`config.mk`:
```
export PLATFORM = sky130hd
export DESIGN_NAME = rf_ctrl_sequencer
export DESIGN_NICKNAME = d
export VERILOG_FILES = /design/src/rtl/rf_ctrl_sequencer.sv
export SDC_FILE = /design/constraint.sdc
export NUM_CORES = 1
export LEC_CHECK = 0
export BUFFER_PORTS_ARGS = -buffer_cell sky130_fd_sc_hd__buf_4
export CORE_UTILIZATION = 40
export DETAILED_ROUTE_END_ITERATION = 6
export PLACE_DENSITY = 0.63
export SLEW_MARGIN = 20
export SYNTH_ARGS = -nofsm -noshare
export SYNTH_HDL_FRONTEND = slang
export SYNTH_SLANG_ARGS = --single-unit
```
`constraint.sdc`:
```
create_clock -name Clock -period 3.5 [get_ports Clock]
set_input_delay 0.7 -clock Clock [delete_from_list [all_inputs] [get_ports Clock]]
set_output_delay 0.7 -clock Clock [all_outputs]
set_load 0.02 [all_outputs]
```
`src/rtl/rf_ctrl_sequencer.sv`:
```
// Register-file control sequencer: expands one accepted request into single-cycle RF write steps.
// Optional build macro RF_SAT_EN makes INC/DEC/ADDK saturate using RFOut2 feedback.
module rf_ctrl_sequencer #(
  parameter logic [2:0] SCRATCH = 3'b011,
  parameter int         REP_W   = 4
) (
  input  logic       Clock,
  input  logic       Reset,
  input  logic       ReqValid,
  output logic       ReqReady,
  input  logic [2:0] ReqOp,
  input  logic [2:0] ReqDst,
  input  logic [2:0] ReqSrc,
  input  logic [7:0] ReqImm,
  input  logic [7:0] RFOut2,
  output logic [1:0] FunSel,
  output logic [3:0] RSel,
  output logic [3:0] TSel,
  output logic [2:0] O1Sel,
  output logic [2:0] O2Sel,
  output logic       InSel,
  output logic [7:0] ImmOut,
  output logic       Done,
  output logic       Err
);

  // state | meaning
  // IDLE  | ReqReady high, waiting for a request
  // EXEC  | single write step (CLR/LDI/INC/DEC/MOV)
  // SW1   | SWAP: SCRATCH <= src
  // SW2   | SWAP: src <= dst
  // SW3   | SWAP: dst <= SCRATCH
  // REP   | ADDK: one INC step per cycle until the count expires
  // DONE  | Done pulse (Err if rejected)
  typedef enum logic [2:0] {IDLE, EXEC, SW1, SW2, SW3, REP, DONE} state_t;

  localparam logic [2:0] OP_CLR  = 3'b000;
  localparam logic [2:0] OP_LDI  = 3'b001;
  localparam logic [2:0] OP_INC  = 3'b010;
  localparam logic [2:0] OP_DEC  = 3'b011;
  localparam logic [2:0] OP_MOV  = 3'b100;
  localparam logic [2:0] OP_SWAP = 3'b101;
  localparam logic [2:0] OP_ADDK = 3'b110;

  localparam logic [1:0] FN_CLR  = 2'b00;
  localparam logic [1:0] FN_LOAD = 2'b01;
  localparam logic [1:0] FN_DEC  = 2'b10;
  localparam logic [1:0] FN_INC  = 2'b11;

  state_t           state, state_n;
  logic [2:0]       op_q, op_n;
  logic [2:0]       src_q, src_n;
  logic             err_q, err_qn;
  logic [REP_W-1:0] rep_cnt, rep_n;

  logic [1:0]       fun_n;
  logic [2:0]       addr_n;
  logic             wr_n;
  logic [2:0]       o1_n;
  logic [2:0]       dst_n;
  logic             in_n;
  logic [7:0]       imm_n;
  logic             done_n;
  logic             err_n;
  logic             rdy_n;
  logic [3:0]       rsel_n;
  logic [3:0]       tsel_n;

`ifndef RF_SAT_EN
  logic unused_rfout2;
  assign unused_rfout2 = ^RFOut2;
`endif

  function automatic logic [3:0] onehot(input logic [1:0] a);
    onehot = 4'b0001 << a;
  endfunction

  always_comb begin
    state_n = state;
    op_n    = op_q;
    src_n   = src_q;
    err_qn  = err_q;
    rep_n   = rep_cnt;
    dst_n   = O2Sel;
    imm_n   = ImmOut;
    fun_n   = FN_CLR;
    addr_n  = 3'b000;
    wr_n    = 1'b0;
    o1_n    = 3'b000;
    in_n    = 1'b0;
    done_n  = 1'b0;
    err_n   = 1'b0;
    rdy_n   = 1'b0;

    case (state)
      IDLE: begin
        rdy_n = 1'b1;
        if (ReqValid && ReqReady) begin
          rdy_n  = 1'b0;
          op_n   = ReqOp;
          src_n  = ReqSrc;
          dst_n  = ReqDst;
          imm_n  = ReqImm;
          err_qn = 1'b0;
          case (ReqOp)
            OP_CLR, OP_LDI, OP_INC, OP_DEC, OP_MOV: state_n = EXEC;
            OP_SWAP: begin
              if (ReqDst == SCRATCH || ReqSrc == SCRATCH) begin
                err_qn  = 1'b1;
                state_n = DONE;
              end else if (ReqDst == ReqSrc) begin
                state_n = DONE;
              end else begin
                state_n = SW1;
              end
            end
            OP_ADDK: begin
              rep_n   = ReqImm[REP_W-1:0];
              state_n = (ReqImm[REP_W-1:0] == '0) ? DONE : REP;
            end
            default: begin
              err_qn  = 1'b1;
              state_n = DONE;
            end
          endcase
        end
      end

      EXEC: begin
        wr_n    = 1'b1;
        addr_n  = O2Sel;
        state_n = DONE;
        case (op_q)
          OP_CLR: fun_n = FN_CLR;
          OP_LDI: fun_n = FN_LOAD;
          OP_INC: fun_n = FN_INC;
          OP_DEC: fun_n = FN_DEC;
          OP_MOV: begin
            fun_n = FN_LOAD;
            in_n  = 1'b1;
            o1_n  = src_q;
          end
          default: wr_n = 1'b0;
        endcase
`ifdef RF_SAT_EN
        if ((op_q == OP_INC && RFOut2 == 8'hFF) || (op_q == OP_DEC && RFOut2 == 8'h00)) begin
          wr_n  = 1'b0;
          fun_n = FN_CLR;
        end
`endif
      end

      SW1: begin
        wr_n    = 1'b1;
        fun_n   = FN_LOAD;
        in_n    = 1'b1;
        addr_n  = SCRATCH;
        o1_n    = src_q;
        state_n = SW2;
      end

      SW2: begin
        wr_n    = 1'b1;
        fun_n   = FN_LOAD;
        in_n    = 1'b1;
        addr_n  = src_q;
        o1_n    = O2Sel;
        state_n = SW3;
      end

      SW3: begin
        wr_n    = 1'b1;
        fun_n   = FN_LOAD;
        in_n    = 1'b1;
        addr_n  = O2Sel;
        o1_n    = SCRATCH;
        state_n = DONE;
      end

      REP: begin
        wr_n   = 1'b1;
        fun_n  = FN_INC;
        addr_n = O2Sel;
        rep_n  = rep_cnt - REP_W'(1);
        if (rep_cnt == REP_W'(1)) state_n = DONE;
`ifdef RF_SAT_EN
        // A saturated destination ends the repeat early without an error.
        if (RFOut2 == 8'hFF) begin
          wr_n    = 1'b0;
          fun_n   = FN_CLR;
          state_n = DONE;
        end
`endif
      end

      DONE: begin
        done_n  = 1'b1;
        err_n   = err_q;
        state_n = IDLE;
      end

      default: state_n = IDLE;
    endcase

    rsel_n = (wr_n &&  addr_n[2]) ? onehot(addr_n[1:0]) : 4'b0000;
    tsel_n = (wr_n && !addr_n[2]) ? onehot(addr_n[1:0]) : 4'b0000;
  end

  always_ff @(posedge Clock or posedge Reset) begin
    if (Reset) begin
      state    <= IDLE;
      op_q     <= 3'b000;
      src_q    <= 3'b000;
      err_q    <= 1'b0;
      rep_cnt  <= '0;
      FunSel   <= 2'b00;
      RSel     <= 4'b0000;
      TSel     <= 4'b0000;
      O1Sel    <= 3'b000;
      O2Sel    <= 3'b000;
      InSel    <= 1'b0;
      ImmOut   <= 8'h00;
      Done     <= 1'b0;
      Err      <= 1'b0;
      ReqReady <= 1'b0;
    end else begin
      state    <= state_n;
      op_q     <= op_n;
      src_q    <= src_n;
      err_q    <= err_qn;
      rep_cnt  <= rep_n;
      FunSel   <= fun_n;
      RSel     <= rsel_n;
      TSel     <= tsel_n;
      O1Sel    <= o1_n;
      O2Sel    <= dst_n;
      InSel    <= in_n;
      ImmOut   <= imm_n;
      Done     <= done_n;
      Err      <= err_n;
      ReqReady <= rdy_n;
    end
  end

endmodule

```
-- Yosys cells after proc, flatten, opt, wreduce, memory -nomap -nowiden
Index checks and enable logic that the tools add are counted.
- add/sub/neg operators: 1
- eq/ne operators: 23
- shift operators: 1
- mux-type cells: 27
- reductions and logical operators: 21
- operators with widths (kind ; count):
    $eq A3 B2 Y1 const B ; 8
    $eq A3 B3 Y1 const B ; 7
    $pmux W3 S3 ; 2
    $mux W4 ; 4
    $mux W3 ; 5
    $pmux W3 S5 ; 1
    $pmux W2 S3 ; 2
    $pmux W3 S4 ; 1
    $reduce_or A5 Y1 ; 2
    $eq A3 B1 Y1 const B ; 3
    $logic_not A3 Y1 ; 3
    $pmux W4 S2 ; 1
    $mux W1 ; 7
    $pmux W1 S2 ; 3
    $reduce_or A3 Y1 ; 2
    $reduce_or A6 Y1 ; 1
    $eq A4 B1 Y1 const B ; 1
    $logic_not A4 Y1 ; 1
    $ne A2 B2 Y1 const B ; 2
    $reduce_and A2 Y1 ; 2
    $reduce_or A2 Y1 ; 2
    $reduce_or A4 Y1 ; 1
    $shl A1 B2 Y4 const A ; 1
    $sub A4 B1 Y4 const B ; 1
    8 further kinds ; 10
- flip-flop bits (word level): 42
- bits of input ports: 28
- output and inout bits: 28
- word-level logic and storage cells: 88

-- Longest topological paths before layout
Gate-level depths: netlist (run 1).
- word-level depth: 6
- depth in mapped cells: 7
- gate-level depth less buffers: 5

-- Worst setup path before layout (run 1)
OpenSTA, ideal clock, no wires.
- path kind: input to register
- from: input port ReqImm[0]
- to: register state[1]
- library setup time: 0.077 ns
- arrival time: 1.577 ns
- required time: 3.423 ns
- setup slack: 1.846 ns
- stages: 4
- buffers on the path: 0
- path through: or4_1 -> o211ai_1 -> a21oi_1 -> a21oi_1
- cells in the longest elaborated chain, start to end: 5
- RTL lines (what ; line ; RTL):
    start: declaration ; 14 ; input logic [7:0] ReqImm,
    $logic_not A4 Y1 ; 119 ; state_n = (ReqImm[REP_W-1:0] == '0) ? DONE : REP;
    $mux W2 ; 119 ;
    $pmux W3 S3 ; 105 ; case (ReqOp)
    $mux W3 ; 98 ; if (ReqValid && ReqReady) begin
    $pmux W3 S5 ; 95 ; case (state)
    end signal: assignment ; 227 ; state <= state_n;
    end: declaration ; 50 ; state_t state, state_n;
Every way passes these cells. The select of a mux whose other input is x is not followed.
A chain may end at the register's enable or synchronous reset.

-- Final worst setup path (run 1)
- from: register state[1]
- to: register op_q[1]
- cells in the longest elaborated chain, start to end: 2
- RTL lines (what ; line ; RTL):
    $logic_not A3 Y1 ; 95 ;
    $reduce_and A2 Y1 (no line) ; - ;
    end signal: assignment ; 228 ; op_q <= op_n;
    end: declaration ; 51 ; logic [2:0] op_q, op_n;
Every way passes these cells.

==> impl_metrics.py, run 1 <==
metrics = {
    "synth": {
        "yosysSeqAreaShare": 0.511,
        "synthFlopType": "dfrtp_1",
        "syn_area_per_cell_um2": 11.5,
        "synth_fp_nets": 209,
        "ys_seq_elements": 42,
        "synth_cell_type_count": 48,
        "syn-cell-area_um2": 2060,
        "ys.warnings.count": 0,
        "syn_inst": 179,
        "synth_edf_count": 0,
        "synthArstFlopShare": 1.00,
    },
    "sta": {
        "clock_skew_ns": 0.00531,
        "maxSlewViolCount": 0,
        "max_slew_margin": 0.394,
        "setup_viol": 0,
        "tns_ns": 0,
        "min_period_ns": 1.90,
        "finalCritPeriodShare": 0.542,
        "rsz0062_at_grt": "no",
        "hold_viol": 0,
        "tightest_slew_ns": 0.909,
        "fmax_mhz": 527,
    },
    "grt": {
        "antenna_found_initial": 0,
        "grt_pass1_vias": 1412,
        "grt_max_degree": 43,
        "overflow": 0,
        "grtUsageTotal": 0.166,
        "grt_pass1_wl_um": 6730,
    },
    "die": {
        "start_util": 0.424,
        "num_io_pins": 56,
        "rows": 25,
        "die_y_um": 73.7,
        "core_um2": 4850,
        "dieArea_um2": 5430,
        "die_w_um": 73.7,
    },
    "place": {
        "hpwl_um": 2840,
        "portBuffers": 47,
        "gp_congestion": 0.827,
    },
    "cts": {
        "cts.htree.levels": 2,
        "ctsHoldBuffers": 0,
        "clockRootBuffer": "clkbuf_8",
        "cts_buffers": 5,
        "clk_latency_ns": 0.29,
        "cts.repair.resized": 0,
        "clkTransAtPathRegs_ns": 0.07,
        "postCtsSetupRepairBufs": 0,
        "numClockSinks": 42,
        "cts_tree": "built",
        "clk_path_buf_depth": 2,
    },
    "critical_path": {
        "worstPathArrival_ns": 2.07,
        "cp-end-kind": "flop",
        "cp_max_fo": 31,
        "worstSetupPathType": "reg2reg",
        "required_ns": 3.68,
        "cp-start-kind": "flop",
    },
    "finish": {
        "n_antenna_cell": 0,
        "final_common_cell": "buf_4",
        "syn_to_final_growth_pct": 23.3,
        "drive_above_1_share": 0.342,
        "final_util": 0.523,
        "final_cell_mix": "49 x buf_4, 42 x dfrtp_1, 14 x a21oi_1",
        "final_nets": 255,
    },
    "drt": {
        "route.detailed.drc": 0,
        "routed_wl_um": 4040,
        "drtIter0Drc": 90,
        "drt-wirelength-per-cell_um": 13.8,
        "vias": 1507,
        "viasPerCell": 5.16,
        "first_pass_iters": 4,
        "ant_nets": 0,
    },
    "power_and_ir_drop": {
        "power.density_nw_per_um2": 909,
        "p_total_w": 0.00230,
        "ir_worst_vdd_uv": 496,
        "cellLeakagePower_nw": 1.22,
    },
    "status": {
        "status": "completed",
    },
    "job": {
        "maxCapViolCount": 0,
    },
    "worst_hold_path": {
        "min_path_type": "reg2reg",
    },
}
cell families after synthesis:
logic type | Yosys count | synth area share
buffers and inverters | 18 | 0.0560
DFF | 42 | 0.511
adders and majority gates | 2 | 0.0122
AOI/OAI and AO/OA | 47 | 0.154
and+or+nand+nor | 51 | 0.145
xor gates and xnor gates | 3 | 0.0128
muxes | 16 | 0.108
cell type report:
cell class	instances	area, um2
Tap cell	67	83.8
Fill cell	449	2310
Multi-Input combinational cell	119	890
Clock buffer	6	82.6
Inverter	8	30.0
Timing Repair Buffer	49	368
Clock inverter	1	30.0
Sequential cell	42	1050
per-stage QoR:
stage                     cell area [um2]  cells  hold WS [ns]  worst slack, ns
after floorplan                      2060    179         0.484             1.83
after global placement               2420    285         0.495             1.59
after detailed placement             2420    285         0.496             1.60
after CTS                            2530    292         0.521             1.58
after global routing                 2530    292         0.538             1.47
final                                2530    292         0.514             1.60
routing by layer:
layer,up-vias,global-route usage,wire (um)
met3,8,0.0398,200
li1,738,-,-
met5,-,0,0
met2,44,0.243,1830
met1,717,0.232,1940
met4,0,0.0769,76
cells in the mapped netlist (all sizes together) (2+ instances only):
cell / instances / area share
ha: 2 / 0.012
nor3b: 3 / 0.011
and2: 2 / 0.0061
mux2: 14 / 0.099
o211ai: 3 / 0.011
a31oi: 2 / 0.0061
dfrtp: 42 / 0.51
o21ai: 8 / 0.019
a21o: 4 / 0.015
nand2: 11 / 0.020
nor2: 9 / 0.020
mux2i: 2 / 0.0097
nand3: 4 / 0.0097
and3: 5 / 0.015
nor3: 5 / 0.012
a21oi: 14 / 0.034
xor2: 3 / 0.013
and4bb: 2 / 0.012
nor2b: 2 / 0.0061
inv: 8 / 0.015
buf: 9 / 0.040
a22oi: 3 / 0.011
o221a: 2 / 0.011
final timing paths:
check	from	to	slack [ns]	cells after the start
worst max-delay path	state[1]	op_q[1]	1.60	3
worst min-delay path	ImmOut[7]	ImmOut[7]	0.51	1
worst max register to register	state[1]	op_q[1]	1.60	3
worst min register to register	ImmOut[7]	ImmOut[7]	0.51	1
max in group asynchronous	Reset	Done	2.60	3
min in group asynchronous	Reset	ImmOut[4]	0.54	3
state kept, by name, indices dropped and copies added (netlist names):
signal,count
src_q,3
O2Sel,3
FunSel,2
err_q,1
InSel,1
ReqReady,1
ImmOut,8
Err,1
state,3
O1Sel,3
op_q,3
RSel,4
TSel,4
Done,1
rep_cnt,4
critical path: stages, from the launching register on:
cell,delay (ns)
dfrtp_1,0.72
and4b_1,0.39
buf_4,0.30
mux2_2,0.37
power by group:
part	total [W]	internal, W	switching, W
Sequential	0.000918	0.000685	0.000232
Combinational	0.00100	0.000506	0.000497
Clock	0.000384	0.000228	0.000156
Power figures use the tool's default switching activity.
==> run 2: changes to the inputs <==
Settings changed: ABC_AREA set to 1, PLACE_DENSITY 0.63 to 0.65.
Clock period 3.5 ns to 1.7 ns, I/O delays scaled along.
==> run 2 against run 1 <==
Against the previous run: flip-flop and latch count stayed put; synthesized cell count is 35% higher; setup slack worse by 1.3 ns; critical path depth is 5 higher; first-iteration DRC count is 53% lower; core utilization is 0.53 points higher; cell count is 24% higher; final area is 0.30% lower; clock power is 65% higher; worst hold slack worse by 0.35 ns; sequential share of layout area is 0.12 points higher; largest power group unchanged.
==> impl_metrics.py, run 2 <==
metrics = {
    "drt": {
        "first_pass_iters": 4,
        "vias": 1610,
        "viasPerCell": 4.45,
        "drtIter0Drc": 42,
        "ant_nets": 0,
        "routed_wl_um": 3750,
        "drt-wirelength-per-cell_um": 10.4,
        "route.detailed.drc": 0,
    },
    "sta": {
        "maxSlewViolCount": 0,
        "rsz0062_at_grt": "no",
        "setup_viol": 0,
        "clock_skew_ns": 0.0108,
        "max_slew_margin": 0.658,
        "fmax_mhz": 706,
        "min_period_ns": 1.42,
        "fin_ws_ns": 0.284,
        "tightest_slew_ns": 0.514,
        "hold_viol": 0,
        "finalCritPeriodShare": 0.833,
        "tns_ns": 0,
    },
    "worst_hold_path": {
        "min_path_type": "in2async",
    },
    "synth": {
        "syn-cell-area_um2": 2020,
        "synth_most_common_cell": "nand2_1",
        "synth_edf_count": 0,
        "synthArstFlopShare": 1.00,
        "synthFlopType": "dfrtp_1",
        "syn_area_per_cell_um2": 8.38,
        "ys.warnings.count": 0,
        "ys_seq_elements": 42,
        "synth_fp_nets": 271,
        "yosysSeqAreaShare": 0.520,
        "synthTopCellsByCount": "79 x nand2_1, 42 x dfrtp_1, 31 x inv_1, 16 x nor2_1, 11 x o21ai_0",
        "ys_top_cells_by_area": "dfrtp_1 52%, nand2_1 15%, inv_1 5.8%",
        "yosysTopAreaCell": "dfrtp_1",
        "syn_inst": 241,
        "synth_cell_type_count": 27,
        "netlist.area_leader.share": 0.520,
    },
    "cts": {
        "clkTransAtPathRegs_ns": 0.09,
        "clk_path_buf_depth": 2,
        "cts_buffers": 5,
        "cts.repair.resized": 0,
        "cts_tree": "built",
        "clk_latency_ns": 0.30,
        "cts.htree.levels": 2,
        "ctsHoldBuffers": 0,
        "postCtsSetupRepairBufs": 0,
        "numClockSinks": 42,
        "clockRootBuffer": "clkbuf_8",
    },
    "critical_path": {
        "reg2reg_slack_ns": 0.28,
        "crit_end": "err_q",
        "cp-end-kind": "flop",
        "worstPathArrival_ns": 1.65,
        "cp-start-kind": "flop",
        "reg2regPathDepth": 8,
        "worstSetupPathType": "reg2reg",
        "cp_max_fo": 9,
        "r2r-start": "state[2]",
        "required_ns": 1.93,
        "timing.rr.end": "err_q",
        "startpoint": "state[2]",
    },
    "job": {
        "maxCapViolCount": 0,
    },
    "finish": {
        "final_common_cell": "nand2_1",
        "final_cell_mix": "79 x nand2_1, 49 x buf_4, 42 x dfrtp_1",
        "regMostFlops": "ImmOut",
        "n_antenna_cell": 0,
        "syn_to_final_growth_pct": 25.2,
        "largest_reg_flops": 8,
        "drive_above_1_share": 0.271,
        "final_nets": 324,
        "final_util": 0.528,
    },
    "power_and_ir_drop": {
        "cellLeakagePower_nw": 1.40,
        "power.density_nw_per_um2": 1810,
        "ir_worst_vdd_uv": 864,
    },
    "place": {
        "hpwl_um": 2910,
        "portBuffers": 47,
        "gp_congestion": 0.792,
        "pre_cts_slack_ns": 0.281,
    },
    "die": {
        "core_um2": 4790,
        "die_w_um": 73.1,
        "dieArea_um2": 5340,
        "num_io_pins": 56,
        "die_y_um": 73.1,
        "rows": 25,
        "start_util": 0.422,
    },
    "status": {
        "status": "completed",
    },
    "grt": {
        "grtUsageTotal": 0.163,
        "grt_pass1_vias": 1511,
        "overflow": 0,
        "grt_pass1_wl_um": 6640,
        "grt_max_degree": 43,
        "antenna_found_initial": 0,
    },
}
==> run 2: cell count changes in the layout (fill, tap and decap cells not counted), moves of 5 or more <==
cell	delta
nand2_1	+68
o21ai_1	+7
inv_1	+23
nand3_1	+6
mux2_4	-12
a21oi_1	-9
o21ai_2	+7
and3_1	-5
nor2_1	+8
==> run 2: cells by family (layout without fill, tap and decap cells) <==
| family | count (synthesis) | after routing | synth area share |
|---|---|---|---|
| XOR/XNOR | 1 | 1 | 0.00434 |
| adder cells (fa/ha/maj) | 2 | 2 | 0.0124 |
| flip-flops | 42 | 42 | 0.520 |
| AND/OR/NAND/NOR | 120 | 120 | 0.269 |
| AO/OA/AOI/OAI | 35 | 35 | 0.105 |
| buffers and inverters | 41 | 95 | 0.0892 |
==> run 2: worst min-delay path by stage <==
stage | startpoint | endpoint | slack (ns) | cells after the start
2_1_floorplan | src_q[2] | O1Sel[2] | 0.45 | 2
3_3_place_gp | ImmOut[4] | ImmOut[4] | 0.46 | 2
3_5_place_dp | ImmOut[5] | ImmOut[5] | 0.46 | 2
4_1_cts | Reset | ImmOut[5] | 0.19 | 3
5_1_grt | Reset | state[0] | 0.22 | 3
6_report | Reset | ImmOut[5] | 0.16 | 3
==> run 2: layout make-up <==
class	count	area (um2)
Fill cell	460	2260
Sequential cell	42	1050
Multi-Input combinational cell	158	788
Timing Repair Buffer	49	368
Inverter	38	150
Tap cell	67	83.8
Clock buffer	6	72.6
Clock inverter	2	13.8
==> run 2: critical path: stages, from the launching register on <==
cell	delay (ns)
dfrtp_1	0.44
inv_4	0.14
nand2_4	0.09
nor2_4	0.12
inv_2	0.08
nor2_8	0.15
buf_4	0.18
o211ai_1	0.09
o21ai_1	0.07
==> run 2: through the flow <==
stage               hold slack (ns)  cell area, um2  total power [W]  instances
floorplan                     0.453            2020          0.00325        241
global placement              0.461            2440          0.00394        354
detailed placement            0.465            2440          0.00398        354
CTS                           0.192            2530          0.00462        362
global route                  0.223            2530          0.00497        362
finish                        0.165            2530          0.00456        362
==> run 2: per-layer routing <==
metal | share of wire | GRT usage | wire length, um
met5 | 0 | 0 | 0
met4 | 0.013 | 0.0523 | 48
met3 | 0.044 | 0.0483 | 165
met1 | 0.50 | 0.215 | 1860
met2 | 0.45 | 0.258 | 1680
==> run 2: power by group <==
part	switching (W)	internal (W)
Combinational	0.00137	0.000854
Clock	0.000342	0.000290
Sequential	0.000274	0.00143
Total	0.00199	0.00258
